===== src/rtl/mem_stage_pkg.sv =====
// Shared definitions for the memory stage: FSM states, load/store func3 codes,
// byte-enable patterns and an access-size decode helper.
package mem_stage_pkg;

    typedef enum logic [1:0] {
        IDLE   = 2'd0,
        ACCESS = 2'd1,
        DONE   = 2'd2
    } state_t;

    typedef enum logic [1:0] {
        SZ_BYTE = 2'd0,
        SZ_HALF = 2'd1,
        SZ_WORD = 2'd2
    } size_t;

    localparam logic [2:0] F_LB  = 3'b000;
    localparam logic [2:0] F_LH  = 3'b001;
    localparam logic [2:0] F_LW  = 3'b010;
    localparam logic [2:0] F_LBU = 3'b100;
    localparam logic [2:0] F_LHU = 3'b101;
    localparam logic [2:0] F_SB  = 3'b000;
    localparam logic [2:0] F_SH  = 3'b001;
    localparam logic [2:0] F_SW  = 3'b010;

    localparam logic [3:0] BE_BYTE = 4'b0001;
    localparam logic [3:0] BE_HALF = 4'b0011;
    localparam logic [3:0] BE_WORD = 4'b1111;

    // func3[1:0] carries the size for both loads and stores; func3[2] marks unsigned loads
    function automatic size_t size_of(input logic [2:0] func);
        case (func[1:0])
            2'b00:   return SZ_BYTE;
            2'b01:   return SZ_HALF;
            default: return SZ_WORD;
        endcase
    endfunction

endpackage


===== src/rtl/mem_stage_align.sv =====
// mem_align: combinational lane logic -- byte enables, write-data replication
// and read-data extraction with sign/zero extension. Halves/words are always lane-aligned.
module mem_align
    import mem_stage_pkg::*;
(
    input  logic [2:0]  func,
    input  logic [1:0]  addr_lo,
    input  logic [31:0] wdata_raw,
    input  logic [31:0] rdata_raw,
    output logic [3:0]  be,
    output logic [31:0] wdata,
    output logic [31:0] rdata
);

    logic [7:0]  byte_lane;
    logic [15:0] half_lane;

    always_comb begin
        be        = BE_WORD;
        wdata     = wdata_raw;
        rdata     = rdata_raw;
        byte_lane = rdata_raw[{addr_lo, 3'b000} +: 8];
        half_lane = addr_lo[1] ? rdata_raw[31:16] : rdata_raw[15:0];
        case (size_of(func))
            SZ_BYTE: begin
                be    = BE_BYTE << addr_lo;
                wdata = {4{wdata_raw[7:0]}};
                rdata = func[2] ? {24'b0, byte_lane} : {{24{byte_lane[7]}}, byte_lane};
            end
            SZ_HALF: begin
                be    = BE_HALF << {addr_lo[1], 1'b0};
                wdata = {2{wdata_raw[15:0]}};
                rdata = func[2] ? {16'b0, half_lane} : {{16{half_lane[15]}}, half_lane};
            end
            default: begin
                be    = BE_WORD;
                wdata = wdata_raw;
                rdata = rdata_raw;
            end
        endcase
    end

endmodule


===== src/rtl/mem_stage.sv =====
// Memory pipeline stage: data-bus access sequencing with timeout and MEM/WB register.
// Optional misaligned-access trap enabled by defining MEM_STAGE_MISALIGN_TRAP_EN.
//   state  | meaning
//   IDLE   | pass ALU results to write-back; accept a new load/store
//   ACCESS | bus request outstanding from latched request; stall upstream
//   DONE   | one-cycle write-back of load data / store completion / error
module mem_stage
    import mem_stage_pkg::*;
#(
    parameter int TIMEOUT_CYCLES = 16
) (
    input  logic        clk,
    input  logic        rst_n,
    input  logic [31:0] result,
    input  logic [31:0] data_for_writing_for_sw,
    input  logic        mem_read_mem,
    input  logic        mem_write_mem,
    input  logic        wb_enable_mem,
    input  logic [4:0]  rd_mem,
    input  logic        ld_mem,
    input  logic [2:0]  func,
    output logic        dmem_req,
    output logic        dmem_we,
    output logic [31:0] dmem_addr,
    output logic [31:0] dmem_wdata,
    output logic [3:0]  dmem_be,
    input  logic [31:0] dmem_rdata,
    input  logic        dmem_ack,
    output logic        mem_stall,
    output logic [31:0] wb_data,
    output logic [4:0]  rd_wb,
    output logic        wb_enable_wb,
    output logic        wb_fwd_en,
    output logic [4:0]  rd_wb_fwd,
    output logic        bus_err,
    output logic        misalign
);

    localparam int CW = $clog2(TIMEOUT_CYCLES + 1);
    localparam logic [CW-1:0] CNT_LAST = CW'(TIMEOUT_CYCLES - 1);

    state_t        state, state_nxt;
    logic [31:0]   addr_q, wdata_q;
    logic [2:0]    func_q;
    logic [4:0]    rd_q;
    logic          wb_en_q, we_q, re_q;
    logic [CW-1:0] cnt;
    logic          is_mem, trap, access_ack, timeout;
    logic [3:0]    al_be;
    logic [31:0]   al_wdata, al_rdata;
    logic          unused_ld;

    // ld_mem is redundant with mem_read_mem: a load without mem_read is a plain ALU op
    assign unused_ld = ld_mem;
    assign is_mem    = mem_read_mem | mem_write_mem;

`ifdef MEM_STAGE_MISALIGN_TRAP_EN
    assign trap = is_mem &&
                  (((size_of(func) == SZ_HALF) && result[0]) ||
                   ((size_of(func) == SZ_WORD) && (result[1:0] != 2'b00)));
`else
    assign trap = 1'b0;
`endif

    mem_align u_align (
        .func      (func_q),
        .addr_lo   (addr_q[1:0]),
        .wdata_raw (wdata_q),
        .rdata_raw (dmem_rdata),
        .be        (al_be),
        .wdata     (al_wdata),
        .rdata     (al_rdata)
    );

    always_ff @(posedge clk or negedge rst_n) begin
        if (!rst_n) state <= IDLE;
        else        state <= state_nxt;
    end

    always_comb begin
        state_nxt  = state;
        access_ack = 1'b0;
        timeout    = 1'b0;
        dmem_req   = 1'b0;
        dmem_we    = 1'b0;
        dmem_addr  = 32'b0;
        dmem_wdata = 32'b0;
        dmem_be    = 4'b0;
        mem_stall  = 1'b0;
        case (state)
            IDLE: begin
                if (is_mem) state_nxt = trap ? DONE : ACCESS;
            end
            ACCESS: begin
                dmem_req   = 1'b1;
                dmem_we    = we_q;
                dmem_addr  = {addr_q[31:2], 2'b00};
                dmem_wdata = al_wdata;
                dmem_be    = al_be;
                mem_stall  = 1'b1;
                if (dmem_ack) begin
                    access_ack = 1'b1;
                    state_nxt  = DONE;
                end else if (cnt == CNT_LAST) begin
                    timeout   = 1'b1;
                    state_nxt = DONE;
                end
            end
            DONE:    state_nxt = IDLE;
            default: state_nxt = IDLE;
        endcase
    end

    always_ff @(posedge clk or negedge rst_n) begin
        if (!rst_n) begin
            cnt <= '0;
        end else if (state != ACCESS) begin
            cnt <= '0;
        end else if (!dmem_ack) begin
            cnt <= cnt + 1'b1;
        end
    end

    always_ff @(posedge clk or negedge rst_n) begin
        if (!rst_n) begin
            addr_q  <= '0;
            wdata_q <= '0;
            func_q  <= '0;
            rd_q    <= '0;
            wb_en_q <= 1'b0;
            we_q    <= 1'b0;
            re_q    <= 1'b0;
        end else if (state == IDLE && is_mem) begin
            addr_q  <= result;
            wdata_q <= data_for_writing_for_sw;
            func_q  <= func;
            rd_q    <= rd_mem;
            wb_en_q <= wb_enable_mem;
            we_q    <= mem_write_mem;
            re_q    <= mem_read_mem;
        end
    end

    always_ff @(posedge clk or negedge rst_n) begin
        if (!rst_n) begin
            wb_data      <= '0;
            rd_wb        <= '0;
            wb_enable_wb <= 1'b0;
            bus_err      <= 1'b0;
            misalign     <= 1'b0;
        end else begin
            bus_err  <= 1'b0;
            misalign <= 1'b0;
            case (state)
                IDLE: begin
                    rd_wb <= rd_mem;
                    if (is_mem) begin
                        wb_data      <= '0;
                        wb_enable_wb <= 1'b0;
                        misalign     <= trap;
                    end else begin
                        wb_data      <= result;
                        wb_enable_wb <= wb_enable_mem;
                    end
                end
                ACCESS: begin
                    if (access_ack) begin
                        wb_data      <= re_q ? al_rdata : 32'b0;
                        rd_wb        <= rd_q;
                        wb_enable_wb <= wb_en_q & re_q;
                    end else if (timeout) begin
                        wb_data      <= '0;
                        rd_wb        <= rd_q;
                        wb_enable_wb <= 1'b0;
                        bus_err      <= 1'b1;
                    end
                end
                DONE:    wb_enable_wb <= 1'b0;
                default: wb_enable_wb <= 1'b0;
            endcase
        end
    end

    assign wb_fwd_en = wb_enable_wb;
    assign rd_wb_fwd = rd_wb;

endmodule


===== config.mk =====
export PLATFORM = sky130hd
export DESIGN_NAME = mem_stage
export DESIGN_NICKNAME = d
export VERILOG_FILES = /design/src/rtl/mem_stage_pkg.sv /design/src/rtl/mem_stage_align.sv /design/src/rtl/mem_stage.sv
export SDC_FILE = /design/constraint.sdc
export NUM_CORES = 1
export LEC_CHECK = 0
export ABC_AREA = 1
export BUFFER_PORTS_ARGS = -buffer_cell sky130_fd_sc_hd__buf_2
export CELL_PAD_IN_SITES_DETAIL_PLACEMENT = 1
export CELL_PAD_IN_SITES_GLOBAL_PLACEMENT = 2
export CORE_MARGIN = 5
export CORE_UTILIZATION = 28
export CTS_BUF_LIST = sky130_fd_sc_hd__clkbuf_4 sky130_fd_sc_hd__clkbuf_8
export CTS_CLUSTER_DIAMETER = 60
export CTS_CLUSTER_SIZE = 16
export DETAILED_ROUTE_END_ITERATION = 16
export HOLD_SLACK_MARGIN = 0.12
export PLACE_DENSITY = 0.83
export SETUP_SLACK_MARGIN = 0.1
export SKIP_LAST_GASP = 1
export SYNTH_ARGS = -nofsm -noshare
export SYNTH_HDL_FRONTEND = slang
export SYNTH_HIERARCHICAL = 1
export SYNTH_SLANG_ARGS = --single-unit

===== constraint.sdc =====
create_clock -name clk -period 1.85 [get_ports clk]
set_clock_uncertainty 0.05 [all_clocks]
set_input_delay 0 -clock clk [delete_from_list [all_inputs] [get_ports clk]]
set_output_delay 0 -clock clk [all_outputs]
set_load 0.02 [all_outputs]

Word-level counts from Yosys, hierarchy flattened
Index checks and enable logic that the tools add are counted.
{ "word_totals": {"register_bits": 121} }
{ "classes": {"n_addsub": 1, "n_eq_ne": 9, "n_shift": 3, "muxes": 38, "n_bitwise": 2, "reduce_logical": 7} }
{ "op_table": {"columns": ["cell", "n"], "rows": [
  ["$mux 32", 8],
  ["$pmux 32 s2", 3],
  ["$shiftx 32x6->8", 1],
  ["$mux 5", 4],
  ["$mux 16", 1],
  ["$mux 1", 13],
  ["$pmux 5 s2", 1],
  ["$pmux 2 s2", 2],
  ["$pmux 4 s2", 1],
  ["$eq 2x1->1 const B", 3],
  ["$logic_not 2->1", 3],
  ["$mux 2", 3],
  ["$ne 3x3->1 const B", 2],
  ["$add 5x1->5 const B", 1],
  ["$eq 5x4->1 const B", 1],
  ["$mux 4", 1],
  ["$ne 2x1->1 const B", 2],
  ["$reduce_and 2->1", 2],
  ["$shl 1x2->4 const A", 1],
  ["$shl 2x2->4 const A", 1],
  ["$ne 2x2->1 const B", 1],
  ["$pmux 1 s2", 1],
  ["$reduce_bool 2->1", 1],
  ["$and 1x1->1", 1],
  ["other kinds (2)", 2]
]} }

Depth between registers and ports, before layout
{ "logic_depth": {"depth_word": 7, "mapped_depth": 15, "ltp_nobuf": 14} }

Hierarchy
Netlist, hierarchy kept.
{ "by_module_without_submodules": {"columns": ["module", "instances", "cells_per_inst", "area_per_inst_um2", "seq_area_each_um2"], "rows": [
  ["mem_stage", 1, 837, 6097.1, 3027.9],
  ["mem_align", 1, 230, 1053.5, 0.0]
]} }

Least setup slack after synthesis
No wires, ideal clock.
{ "synth_path": {"kind": "register to register", "from": "register cnt[0]", "to": "register wb_data[11]", "t_arrival_ps": 1489, "required_time_ps": 1735, "setup_slack_ps": 246, "path_stages_with_launch": 10, "path_buffers": 2, "synth_period_minus_slack_ps": 1604, "path_cell_list": "dfrtp_1 > ha_1 > nand2_1 > nor2_1 > ha_1 > o21ai_2 > buf_4 > buf_2 > nand3_1 > nand2_1"} }
{ "synth_via": {"elab_chain_len": 6} }
{ "synth_rtl": {"columns": ["element", "line", "text"], "rows": [
  ["from (decl)", "mem_stage.sv:47", "logic [CW-1:0] cnt;"],
  ["from (signal assigned)", "mem_stage.sv:120", "cnt <= cnt + 1'b1;"],
  ["$eq 5x4->1", "mem_stage.sv:104", "end else if (cnt == CNT_LAST) begin"],
  ["$mux 1", "mem_stage.sv:104", null],
  ["$mux 1", "mem_stage.sv:101", "if (dmem_ack) begin"],
  ["$mux 1", "mem_stage.sv:90", "case (state)"],
  ["$ne 3x3->1 (no source line)", null, null],
  ["$reduce_and 2->1 (no source line)", null, null],
  ["to (signal assigned)", "mem_stage.sv:162", "wb_data <= result;"],
  ["to (signal assigned)", "mem_stage.sv:168", "wb_data <= re_q ? al_rdata : 32'b0;"],
  ["to (decl)", "mem_stage.sv:30", "output logic [31:0] wb_data,"]
]} }
Every way passes these cells.
A chain may end at the register's enable or synchronous reset.

Worst setup path in the final report
{ "layout_path": {"from": "register func_q[1]", "to": "register wb_data[28]"} }
{ "layout_via": {"elab_chain_len": 7, "word_cells_on_any_way": 9, "cone_classes": "eq/ne (2); mux (5); reduce/logical (2)"} }
{ "layout_rtl": {"columns": ["element", "line", "text"], "rows": [
  ["from (decl)", "mem_stage.sv:44", "logic [2:0] func_q;"],
  ["from (signal assigned)", "mem_stage.sv:136", "func_q <= func;"],
  ["$eq 2x1->1 or $logic_not 2->1 (tied branches)", "mem_stage_pkg.sv:32", "case (func[1:0])"],
  ["$pmux 2 s2 (*)", "mem_stage_pkg.sv:32", null],
  ["$eq 2x1->1 or $logic_not 2->1 (tied branches)", "mem_stage_align.sv:24", "case (size_of(func))"],
  ["$pmux 32 s2 (*)", "mem_stage_align.sv:24", null],
  ["named net al_rdata[28]", "mem_stage.sv:50", "logic [31:0] al_wdata, al_rdata;"],
  ["$mux 32 (*)", "mem_stage.sv:168", null],
  ["$mux 32 (*)", "mem_stage.sv:167", "if (access_ack) begin"],
  ["$pmux 32 s2 (*)", "mem_stage.sv:154", "case (state)"]
]} }
Mark *: on every way through the listed nets, which the timed path passes. The rest lies on a longest branch.

==> out/results.txt <==
Distinct cells, synth = 27
Switching Fraction = 49.4%
Total Neg Setup Slack = 0 ns
CP Capture Point = wb_data[28]
largest net degree at the start of global routing = 62
asr flop ratio synth = 100%
worst flop-to-flop path startpoint = func_q[1]
Max Clock Freq = 0.542 GHz
Post-Synth Simple-Gate Area = 38.3%
top post-synthesis cells by count = nand2_1 (427), nand3_1 (144), inv_1 (123), dfrtp_1 (121), nor2_1 (74)
TritonCTS Sinks = 121
Routed WL per cell = 17.4 um
DP Wirelength = 19,400 um
I/O Buffers = 223
Post-synth top flop = dfrtp_1
Top cell by count, worst path = nand2_1
length in cells of the worst reg-to-reg path = 12
Combinational Power Share = 62.5%
Routed WL = 30,300 um
CP required = 2.17 ns
top post-synthesis cells by area = dfrtp_1 (42%), nand2_1 (22%), nand3_1 (10%)
IO Pins = 228
Yosys top cell by area = dfrtp_1
CP startpoint kind = register
Synth top area share = 42.3%
critical path class = register to register
Synth Area in Compound Gates = 5.07%
outcome = finished, final reports clean
Util after Layout = 43.3%
slowest cell on the critical path = dfrtp_2
DR iter-0 viols = 387
total core area = 25,200 sq um
VDD IR-drop max = 938 uV
Cells after Synth = 1,067
drt pass-1 iters = 4
Cell Rows = 58
element type at the critical path end = register
global-route wire length before repair = 45,100 um
P_leak = 6.17 nW
Worst-Skew Late Latency = 0.44 ns
RSZ-0062 raised after global routing = true
crit path cell chain = nor2_4 -> buf_6 -> buf_6 -> nand3_4 -> buf_12 -> nand3_2 -> nand2_1 -> inv_1 -> nand3_2 -> nand2_1 -> nand2_1 -> nand2_1
post-route ant nets = 0
minimum clock period after layout = 1.85 ns
xor and xnor fraction of the mapped netlist area = 0%
routability cong. = 0.802
Clk pwr share = 13.6%
clock tree buffer depth = 2
Post-DP Area = 8530 sq um
DRC viols = 0
Adder-Cell Fraction of Synth Area = 0.350%
Fill cells = 3,179
starting density of the core = 28.4%
sequential share of power = 23.9%
top-count cell post-synth = nand2_1
fin crit share = 99.8%
DP Worst Slack = 0.0513 ns
register bit count reported by yosys = 121
Chip Width = 170 um
Setup-failing EPs final = 0
worst r2r dst = wb_data[28]
Post-Syn Area = 7150 sq um
main combinational cell family by area after synthesis = simple AND/OR/NAND/NOR gates
CTS root buffer = clkbuf_8
setup ws final = 0.00350 ns
number of H-tree levels = 4
number of synthesized flops with an enable pin = 0
final instance area = 10,900 sq um
Internal Pwr Total = 9.72 mW
crit-path max cell delay = 0.44 ns
mux cell area share after synthesis = 0%
crit path DAT = 2.17 ns
GRT Total Usage = 19.5%
Max FO, Critical Path = 6
r2r setup slk = 0.004 ns
TritonCTS clock tree = done
Slew HR = 53.3%
grt ovf = 0
Slew Limit Fails = 0
pwr dens = 1770 nW/um^2
fraction of layout cells with a size suffix above 1 = 29.1%
Hold Path Class = input pin to register
Syn Area/Cell = 6.70 sq um
Crit. Startpoint = func_q[1]
vias per cell = 4.63
Final Hold Vio Count = 0
vias in the first global route = 8,368
antenna violations before repair = 2
Final nets = 1,507
Worst-path clk slew = 0.09 ns
die height = 170 um
CTS Buf Count = 17
worst-margin pin slew = 0.700 ns
sequential fraction of the synthesis area = 42.3%
DR vias = 8,044
die outline area = 28,800 sq um
switching pwr = 9.51 mW
area grow syn2layout = 52.3%
yosys warns = 6
Max-Cap Viols = 0
logic make-up after synthesis:
| family | after synthesis |
|---|---|
| AND/OR/NAND/NOR | 662 |
| buffers and inverters | 214 |
| flip-flops | 121 |
| AO/OA/AOI/OAI | 67 |
| adder cells (fa/ha/maj) | 2 |
| other | 1 |
layout by cell type (no fill, tap or decap), drive strengths merged, types with 3 or more instances in the layout:
cell,netlist,routed
o21ai,55,55
nand2,433,433
nor2,79,79
a21oi,3,3
buf,71,279
clkbuf,12,25
dlygate4sd3,0,103
conb,1,3
bufinv,0,3
clkinv,0,8
nand3,146,146
dfrtp,121,121
o211ai,7,7
inv,131,132
stage by stage:
stage,instances,total power [mW],hold WS (ns)
floorplan,1069,11.2,-0.346
global placement,1568,14.1,-0.0959
detailed placement,1568,14.3,-0.0953
CTS,1714,17.9,0.121
global route,1739,20.8,0.135
finish,1739,19.2,0.129
final cells by class:
| class | count | area (sq um) | area share (%) |
|---|---|---|---|
| diodes | 2 | 5.00 | 0.0460 |
| clock buffers | 18 | 248 | 2.27 |
| clock inverters | 14 | 173 | 1.59 |
| inverters | 131 | 509 | 4.68 |
| multi-input cells | 734 | 3450 | 31.7 |
| flip-flops and latches | 121 | 3030 | 27.9 |
| well taps | 330 | 413 | 3.79 |
| repair buffers | 389 | 3060 | 28.1 |
critical path, delay by kind of cell, from the launching register on:
family	cells	cell delay (ns)
buf+inv	4	0.53
flops	1	0.44
simple gates	8	0.74
how the worst min path moves through the flow:
stage	depth (start not counted)	slack [ns]	end	startpoint
floorplan	0	-0.35	addr_q[0]	rst_n
global placement	1	-0.1	wdata_q[5]	rst_n
detailed placement	1	-0.1	wdata_q[3]	rst_n
CTS	9	0.12	wb_data[8]	dmem_rdata[24]
global route	9	0.14	wb_data[9]	dmem_rdata[25]
finish	9	0.13	wb_data[8]	dmem_rdata[24]
power by group through the flow:
stage                     Sequential [mW]  Clock (mW)  Combinational, mW
final                                4.60        2.62               12.0
after global routing                 4.74        2.83               13.2
after CTS                            4.59        2.71               10.6
after detailed placement             4.65           0               9.67
after global placement               4.60           0               9.48
after floorplan                      4.89           0               6.31
repair_timing:
item / CTS / global route
gates cloned: 1 / 10
setup buffers: 10 / 14
gates resized for setup: 48 / 99
endpoints found under the hold margin: 239 / 0
pin swaps: 16 / 29
hold buffers: 103 / 0
endpoints found under the setup margin: 54 / 103
routing by layer:
metal	vias up	global-route usage [%]	share of wire (%)
met2	196	34.3	51
met4	0	4.87	1.4
met5	-	0	0
met1	3912	25.0	44
met3	28	3.07	3.7
li1	3908	-	-
sequential cells by signal, summed over array words and instances (netlist names):
name          count
addr_q           32
bus_err           1
cnt               5
func_q            3
rd_q              5
rd_wb             5
re_q              1
state             2
wb_data          32
wb_en_q           1
wb_enable_wb      1
wdata_q          32
we_q              1
(Power assumes the default switching activity.)
